[src/rtl/piso_bit_serializer_if.sv]
// piso_bit_serializer_if: parallel-load handshake plus serial output bundle.
// The master drives words in. The slave serializes them.
interface piso_bit_serializer_if #(parameter int WIDTH = 8);
  logic load_valid;
  logic [WIDTH-1:0] load_data;
  logic load_ready;
  logic ser_out, ser_valid, frame_start, frame_last, busy;
  modport master(output load_valid, load_data, input load_ready, ser_out, ser_valid, frame_start, frame_last, busy);
  modport slave(input load_valid, load_data, output load_ready, ser_out, ser_valid, frame_start, frame_last, busy);
endinterface

[src/rtl/piso_bit_serializer.sv]
// piso_bit_serializer: MSB-first parallel-to-serial feeder with frame markers and optional inter-word gap.
// Defining PISO_PARITY_EN appends an even-parity bit after the data bits.
module piso_bit_serializer #(
  parameter int WIDTH = 8,
  parameter int GAP_CYCLES = 0,
  parameter logic IDLE_LEVEL = 1'b0
) (
  input logic clk,
  input logic reset,
  piso_bit_serializer_if.slave bus
);
`ifdef PISO_PARITY_EN
  localparam int BITS = WIDTH + 1;
`else
  localparam int BITS = WIDTH;
`endif
  localparam int CW = $clog2(WIDTH + 1);
  localparam int GW = GAP_CYCLES > 0 ? $clog2(GAP_CYCLES + 1) : 1;
  localparam logic [1:0] IDLE = 2'd0, SHIFT = 2'd1, GAP = 2'd2;
  logic [1:0] state;
  logic [BITS-1:0] sr, frame;
  logic [CW-1:0] cnt;
  logic [GW-1:0] gcnt;
  logic ser_out, ser_valid, frame_start, frame_last, last, xfer;
`ifdef PISO_PARITY_EN
  assign frame = {bus.load_data, ^bus.load_data};
`else
  assign frame = bus.load_data;
`endif
  assign last = state == SHIFT && cnt == '0;
  assign bus.load_ready = reset && (state == IDLE || (GAP_CYCLES == 0 && last));
  assign xfer = bus.load_valid && bus.load_ready;
  assign bus.ser_out = ser_out;
  assign bus.ser_valid = ser_valid;
  assign bus.frame_start = frame_start;
  assign bus.frame_last = frame_last;
  assign bus.busy = state != IDLE;
  // sr holds the whole frame; ser_out is registered one bit ahead of the shift
  always_ff @(posedge clk) begin
    if (!reset) begin
      state <= IDLE;
      sr <= '0;
      cnt <= '0;
      gcnt <= '0;
      ser_out <= IDLE_LEVEL;
      ser_valid <= 1'b0;
      frame_start <= 1'b0;
      frame_last <= 1'b0;
    end else if (xfer) begin
      state <= SHIFT;
      sr <= frame;
      cnt <= CW'(BITS - 1);
      ser_out <= frame[BITS-1];
      ser_valid <= 1'b1;
      frame_start <= 1'b1;
      frame_last <= 1'b0;
    end else if (state == SHIFT && !last) begin
      sr <= sr << 1;
      cnt <= cnt - 1'b1;
      ser_out <= sr[BITS-2];
      frame_start <= 1'b0;
      frame_last <= cnt == CW'(1);
    end else if (last) begin
      state <= GAP_CYCLES > 0 ? GAP : IDLE;
      gcnt <= GW'(GAP_CYCLES - 1);
      ser_out <= IDLE_LEVEL;
      ser_valid <= 1'b0;
      frame_start <= 1'b0;
      frame_last <= 1'b0;
    end else if (state == GAP) begin
      if (gcnt == '0) state <= IDLE;
      else gcnt <= gcnt - 1'b1;
    end
  end
endmodule

[src/flat_wrapper.sv]
// flat-port wrapper written by rule: the top's interface ports become plain ports
module piso_bit_serializer_flat 
#(
  parameter int WIDTH = 8,
  parameter int GAP_CYCLES = 0,
  parameter logic IDLE_LEVEL = 1'b0
)
  (clk, reset, bus_load_valid, bus_load_data, bus_load_ready, bus_ser_out, bus_ser_valid, bus_frame_start, bus_frame_last, bus_busy);
  piso_bit_serializer_if #(.WIDTH(WIDTH)) bus_i ();
  input logic clk;
  input logic reset;
  input wire logic [$bits(bus_i.load_valid)-1:0] bus_load_valid;
  input wire logic [$bits(bus_i.load_data)-1:0] bus_load_data;
  output wire logic [$bits(bus_i.load_ready)-1:0] bus_load_ready;
  output wire logic [$bits(bus_i.ser_out)-1:0] bus_ser_out;
  output wire logic [$bits(bus_i.ser_valid)-1:0] bus_ser_valid;
  output wire logic [$bits(bus_i.frame_start)-1:0] bus_frame_start;
  output wire logic [$bits(bus_i.frame_last)-1:0] bus_frame_last;
  output wire logic [$bits(bus_i.busy)-1:0] bus_busy;
  assign bus_i.load_valid = bus_load_valid;
  assign bus_i.load_data = bus_load_data;
  assign bus_load_ready = bus_i.load_ready;
  assign bus_ser_out = bus_i.ser_out;
  assign bus_ser_valid = bus_i.ser_valid;
  assign bus_frame_start = bus_i.frame_start;
  assign bus_frame_last = bus_i.frame_last;
  assign bus_busy = bus_i.busy;
  piso_bit_serializer #(.WIDTH(WIDTH), .GAP_CYCLES(GAP_CYCLES), .IDLE_LEVEL(IDLE_LEVEL)) u_core (.clk(clk), .reset(reset), .bus(bus_i));
endmodule
[config.mk]
export PLATFORM = sky130hd
export DESIGN_NAME = piso_bit_serializer_flat
export DESIGN_NICKNAME = d
export VERILOG_FILES = /design/src/rtl/piso_bit_serializer_if.sv /design/src/rtl/piso_bit_serializer.sv /design/src/flat_wrapper.sv
export SDC_FILE = /design/constraint.sdc
export NUM_CORES = 1
export LEC_CHECK = 0
export ABC_AREA = 0
export CAP_MARGIN = 20
export CORE_MARGIN = 2
export CORE_UTILIZATION = 27
export DETAILED_ROUTE_END_ITERATION = 8
export PLACE_DENSITY = 0.49
export SYNTH_ARGS = -nofsm -noshare
export SYNTH_HDL_FRONTEND = slang
export SYNTH_SLANG_ARGS = --single-unit
[constraint.sdc]
create_clock -name clk -period 1.6 [get_ports clk]
set_input_delay 0.32 -clock clk [delete_from_list [all_inputs] [get_ports clk]]
set_output_delay 0.32 -clock clk [all_outputs]
set_load 0.005 [all_outputs]
# Word-level counts from Yosys, hierarchy flattened

Cells that the tools add are included.

Add/subtract/negate cells: 2
$mul: 0
Divide/modulo/power cells: 0
Order comparisons: 0
Eq/ne operators: 6
Shifts and indexed selects: 0
Mux-type cells: 20
Bitwise gates (word level): 3
Reductions and logical operators: 20

Operators with widths:

| operator              | count |
|---|---|
| $mux W7               | 2 |
| $mux W1               | 13 |
| $reduce_bool A2 Y1    | 5 |
| $reduce_and A3 Y1     | 3 |
| $mux W2               | 3 |
| $mux W3               | 2 |
| $reduce_bool A3 Y1    | 2 |
| $eq A4 B1 Y1 const B  | 1 |
| $logic_and A1 B1 Y1   | 4 |
| $logic_not A4 Y1      | 1 |
| $sub A4 B1 Y4 const B | 1 |
| $ne A3 B3 Y1 const B  | 1 |
| $not A1 Y1            | 3 |
| $eq A2 B1 Y1 const B  | 1 |
| $eq A2 B2 Y1 const B  | 1 |
| $logic_not A2 Y1      | 1 |
| $ne A2 B1 Y1 const B  | 1 |
| $ne A2 B2 Y1 const B  | 1 |
| $reduce_and A2 Y1     | 1 |
| $reduce_or A2 Y1      | 1 |
| $logic_not A1 Y1      | 1 |
| $logic_or A1 B1 Y1    | 1 |
| $sub A1 B1 Y1 const B | 1 |

Bits in registers: 18
Bits in latches: 0
Memory bits (writable): 0
Bits in read-only memories: 0
Input bits: 11
Logic and storage cells: 61
Memories kept: 0

# Logic depth before layout (Yosys ltp)

Depth after elaboration: 7
Depth in mapped cells: 6
Depth with buffers taken out: 5

# Least setup slack after synthesis

OpenSTA, ideal clock, no wires.

Path kind: register to output
Start: register u_core.cnt[0]
End: output bus_load_ready
Arrival time: 1.329 ns
Required time: 1.280 ns
Slack: -0.049 ns
Cell stages (with the launch flop): 7
Path through: dfxtp_1 -> inv_1 -> ha_1 -> or3b_1 -> and2_4 -> buf_6 -> nor2_1

Word-level cells in the longest chain between the ends: 4

Ends and longest elaborated chain:

| element                  | line                      | RTL |
|---|---|---|
| start: declaration       | piso_bit_serializer.sv:22 | `logic [CW-1:0] cnt;` |
| start signal: assignment | piso_bit_serializer.sv:52 | `cnt <= CW'(BITS - 1);` |
| start signal: assignment | piso_bit_serializer.sv:59 | `cnt <= cnt - 1'b1;` |
| $logic_not A4 Y1         | piso_bit_serializer.sv:30 | `assign last = state == SHIFT && cnt == '0;` |
| $logic_and A1 B1 Y1      | piso_bit_serializer.sv:30 |  |
| $logic_or A1 B1 Y1       | piso_bit_serializer.sv:31 | `assign bus.load_ready = reset && (state == IDLE \|\| (GAP_CYCLES == 0 && last));` |
| $logic_and A1 B1 Y1      | piso_bit_serializer.sv:31 |  |
| end: declaration         | flat_wrapper.sv:14        | `output wire logic [$bits(bus_i.load_ready)-1:0] bus_load_ready;` |

Every way passes these cells.

# Worst setup path after layout

Start: register u_core.cnt[1]
End: output bus_load_ready

The elaborated chain is that of the path after synthesis.

==> impl_metrics.ini <==
[detailed_routing]
drt_first_pass_iters = 4
drtIter0Drc = 5
wl_per_cell_um = 13.1
num_vias = 746
postRouteAntennaNets = 0
wl_um = 1930
route.detailed.drc = 0
vias_per_cell = 5.07

[clock_tree]
cts.sinks = 16
htree_levels = 1
cts_buffers = 3
cts_tree = yes
cts.clk_slew.worst_paths_ns = 0.10
postCtsHoldBufs = 0
cts_buffer_depth = 2
clock_latency_ns = 0.30
cts-root-buf = clkbuf_4

[critical_path]
crit_arrival_ns = 1.52
crit_family = simple AND/OR/NAND/NOR gates
slowest_delay_ns = 0.37
end_kind = primary output
crit_cells = 6
worst-path-buf-inv = 2
crit_slowest_cell = or3b_4
path_class = flip-flop to primary output
start_kind = flip-flop
crit_chain = inv_2 > ha_4 > or3b_4 > and2_4 > nor2_2 > buf_2
cp_max_fo = 2
reg2reg_depth = 7
required_ns = 1.28

[synth]
ys_seq_elements = 16
synth_area_leader_cell = dfxtp_1
avgSynthCellArea_um2 = 9.19
synth_top_area_share_pct = 41.5
yosysSeqAreaShare_pct = 41.5
ys_top_cells_by_count = dfxtp_1 (16), mux2i_1 (7), nand2_1 (6), nand4_1 (6), o31ai_1 (6)
synth_ff_type = dfxtp_1
synth.area.top_cells = dfxtp_1 (41%), mux2i_1 (9.1%), o31ai_1 (5.8%)
synth_nets = 97
synth_enable_flop_cells = 0
postSynthCellCount = 84
ys_warn_count = 0
ys_types = 27
synthesis.area_um2 = 772
yosysMostFrequentCell = dfxtp_1
async_flop_share_pct = 0

[sta]
finalCritPeriodShare_pct = 115
setup_violations = 5
whs_ns = 0.462
slew_headroom_pct = 75.7
worst_slack_ns = -0.243
rsz0062_at_grt = yes
max_freq_mhz = 542
skew_ns = 0.00829
drv_slew = 0
fin_tns_setup_ns = -0.403
hold_viol_final = 0
worst_pin_slew_ns = 0.363
period_needed_ns = 1.84

[layout]
layout.cells.non_filler = 147
antenna_cells = 0
area_growth_pct = 51.2
nFillCells = 264
layout.nets = 130
fin_util_pct = 42.7
drive_gt1_share_pct = 33.6

[floorplanning]
die_w_um = 57.5
die_h_um = 57.5
core-area_um2 = 2730
row_count = 19
dieArea_um2 = 3300
io_pins = 17
start_util_pct = 28.2

[placed_design]
dp_hpwl_um = 1270
portBuffers = 16
routabilityCongestion = 0.703
dp.cells = 137

[worst_hold_path]
holdPathStages = 2
hp-class = flip-flop to flip-flop

[global_route]
antenna_found_initial = 0
grt_pass1_vias = 678
grt_pass1_wl_um = 2950
grt_util_all_layers_pct = 11.9
grt_overflow = 0
grt_max_degree = 13

[run]
cap_violations = 0

[run_status]
failed_checks = setup timing
status = finished with violations

[power_and_ir_drop]
ir_drop_mv = 0.450
power_density_nw_per_um2 = 867
leakagePower_uw = 0.000482
-- area by class of cell --
type | count | area [µm²] | area share, %
Clock buffer | 4 | 36.3 | 3.11
Inverter | 4 | 15.0 | 1.29
Multi-Input combinational cell | 56 | 434 | 37.2
Sequential cell | 16 | 324 | 27.8
Tap cell | 31 | 38.8 | 3.32
Timing Repair Buffer | 36 | 319 | 27.3
-- repair_timing --
item                       in CTS  in global routing
resized for setup               9                  8
pin swaps                       2                  4
cloned                          0                  0
setup endpoints to repair       3                  4
setup buffers                   1                  5
-- cells by family after synthesis --
family	count (synthesis)	share of synthesized area, %
simple gates	25	18.5
buf+inv	12	7.13
flops	16	41.5
fa+ha+maj	2	3.24
mux	8	10.5
compound gates	20	18.0
xor+xnor	1	1.13
-- worst paths after layout --
path                  from                 end  slack (ns)
max          u_core.cnt[1]      bus_load_ready       -0.24
min           u_core.sr[6]  u_core.bus.ser_out        0.46
max reg2reg  u_core.cnt[1]       u_core.cnt[1]       -0.11
min reg2reg   u_core.sr[6]  u_core.bus.ser_out        0.46
-- through the flow --
| stage | power, µW | area (µm²) | setup slack [ns] |
|---|---|---|---|
| finish | 1010 | 1170 | -0.243 |
| global route | 1070 | 1170 | -0.307 |
| CTS | 991 | 1100 | -0.241 |
| detailed placement | 708 | 1050 | -0.358 |
| global placement | 703 | 1050 | -0.324 |
| floorplan | 594 | 785 | 0.0134 |
-- report_power, final --
| group | leakage [µW] | switching [µW] | internal (µW) |
|---|---|---|---|
| clock network | 0.0000210 | 136 | 139 |
| logic | 0.000328 | 124 | 161 |
| registers | 0.000133 | 18.2 | 433 |
-- tightest hold or removal path: stages (launching register included) --
cell and delay (ns):
dfxtp_1 0.32, nand2_1 0.05, a31oi_1 0.07
-- placed cells by master (no fill, tap or decap), drive strengths merged, types with 2 or more instances in the layout --
| master | synthesis | final |
|---|---|---|
| mux2i | 7 | 7 |
| clkdlybuf4s50 | 0 | 14 |
| buf | 3 | 21 |
| a211oi | 4 | 4 |
| a21oi | 2 | 2 |
| nand4 | 6 | 6 |
| clkbuf | 5 | 4 |
| inv | 4 | 4 |
| a31oi | 3 | 3 |
| o31ai | 6 | 6 |
| nor3b | 2 | 2 |
| nor3 | 2 | 2 |
| nand2 | 6 | 6 |
| nand3 | 2 | 2 |
| nor2 | 2 | 2 |
| o21ai | 2 | 2 |
| nand3b | 2 | 2 |
| dfxtp | 16 | 16 |
| ha | 2 | 2 |
-- metal layers --
| layer | up-vias | track usage (%) | share of wire (%) |
|---|---|---|---|
| li1 | 375 | - | - |
| met1 | 355 | 13.9 | 46 |
| met5 | - | 0 | 0 |
| met4 | 0 | 7.97 | 2.5 |
| met3 | 5 | 2.49 | 3.6 |
| met2 | 11 | 19.5 | 47 |
-- flip-flops by register name (all words and copies together) (netlist names) --
| signal | flops |
|---|---|
| u_core.state | 1 |
| u_core.bus.frame_last | 1 |
| u_core.bus.ser_valid | 1 |
| u_core.bus.ser_out | 1 |
| u_core.sr | 7 |
| u_core.bus.frame_start | 1 |
| u_core.cnt | 4 |
Note: power is estimated with default switching activity, not from simulation.
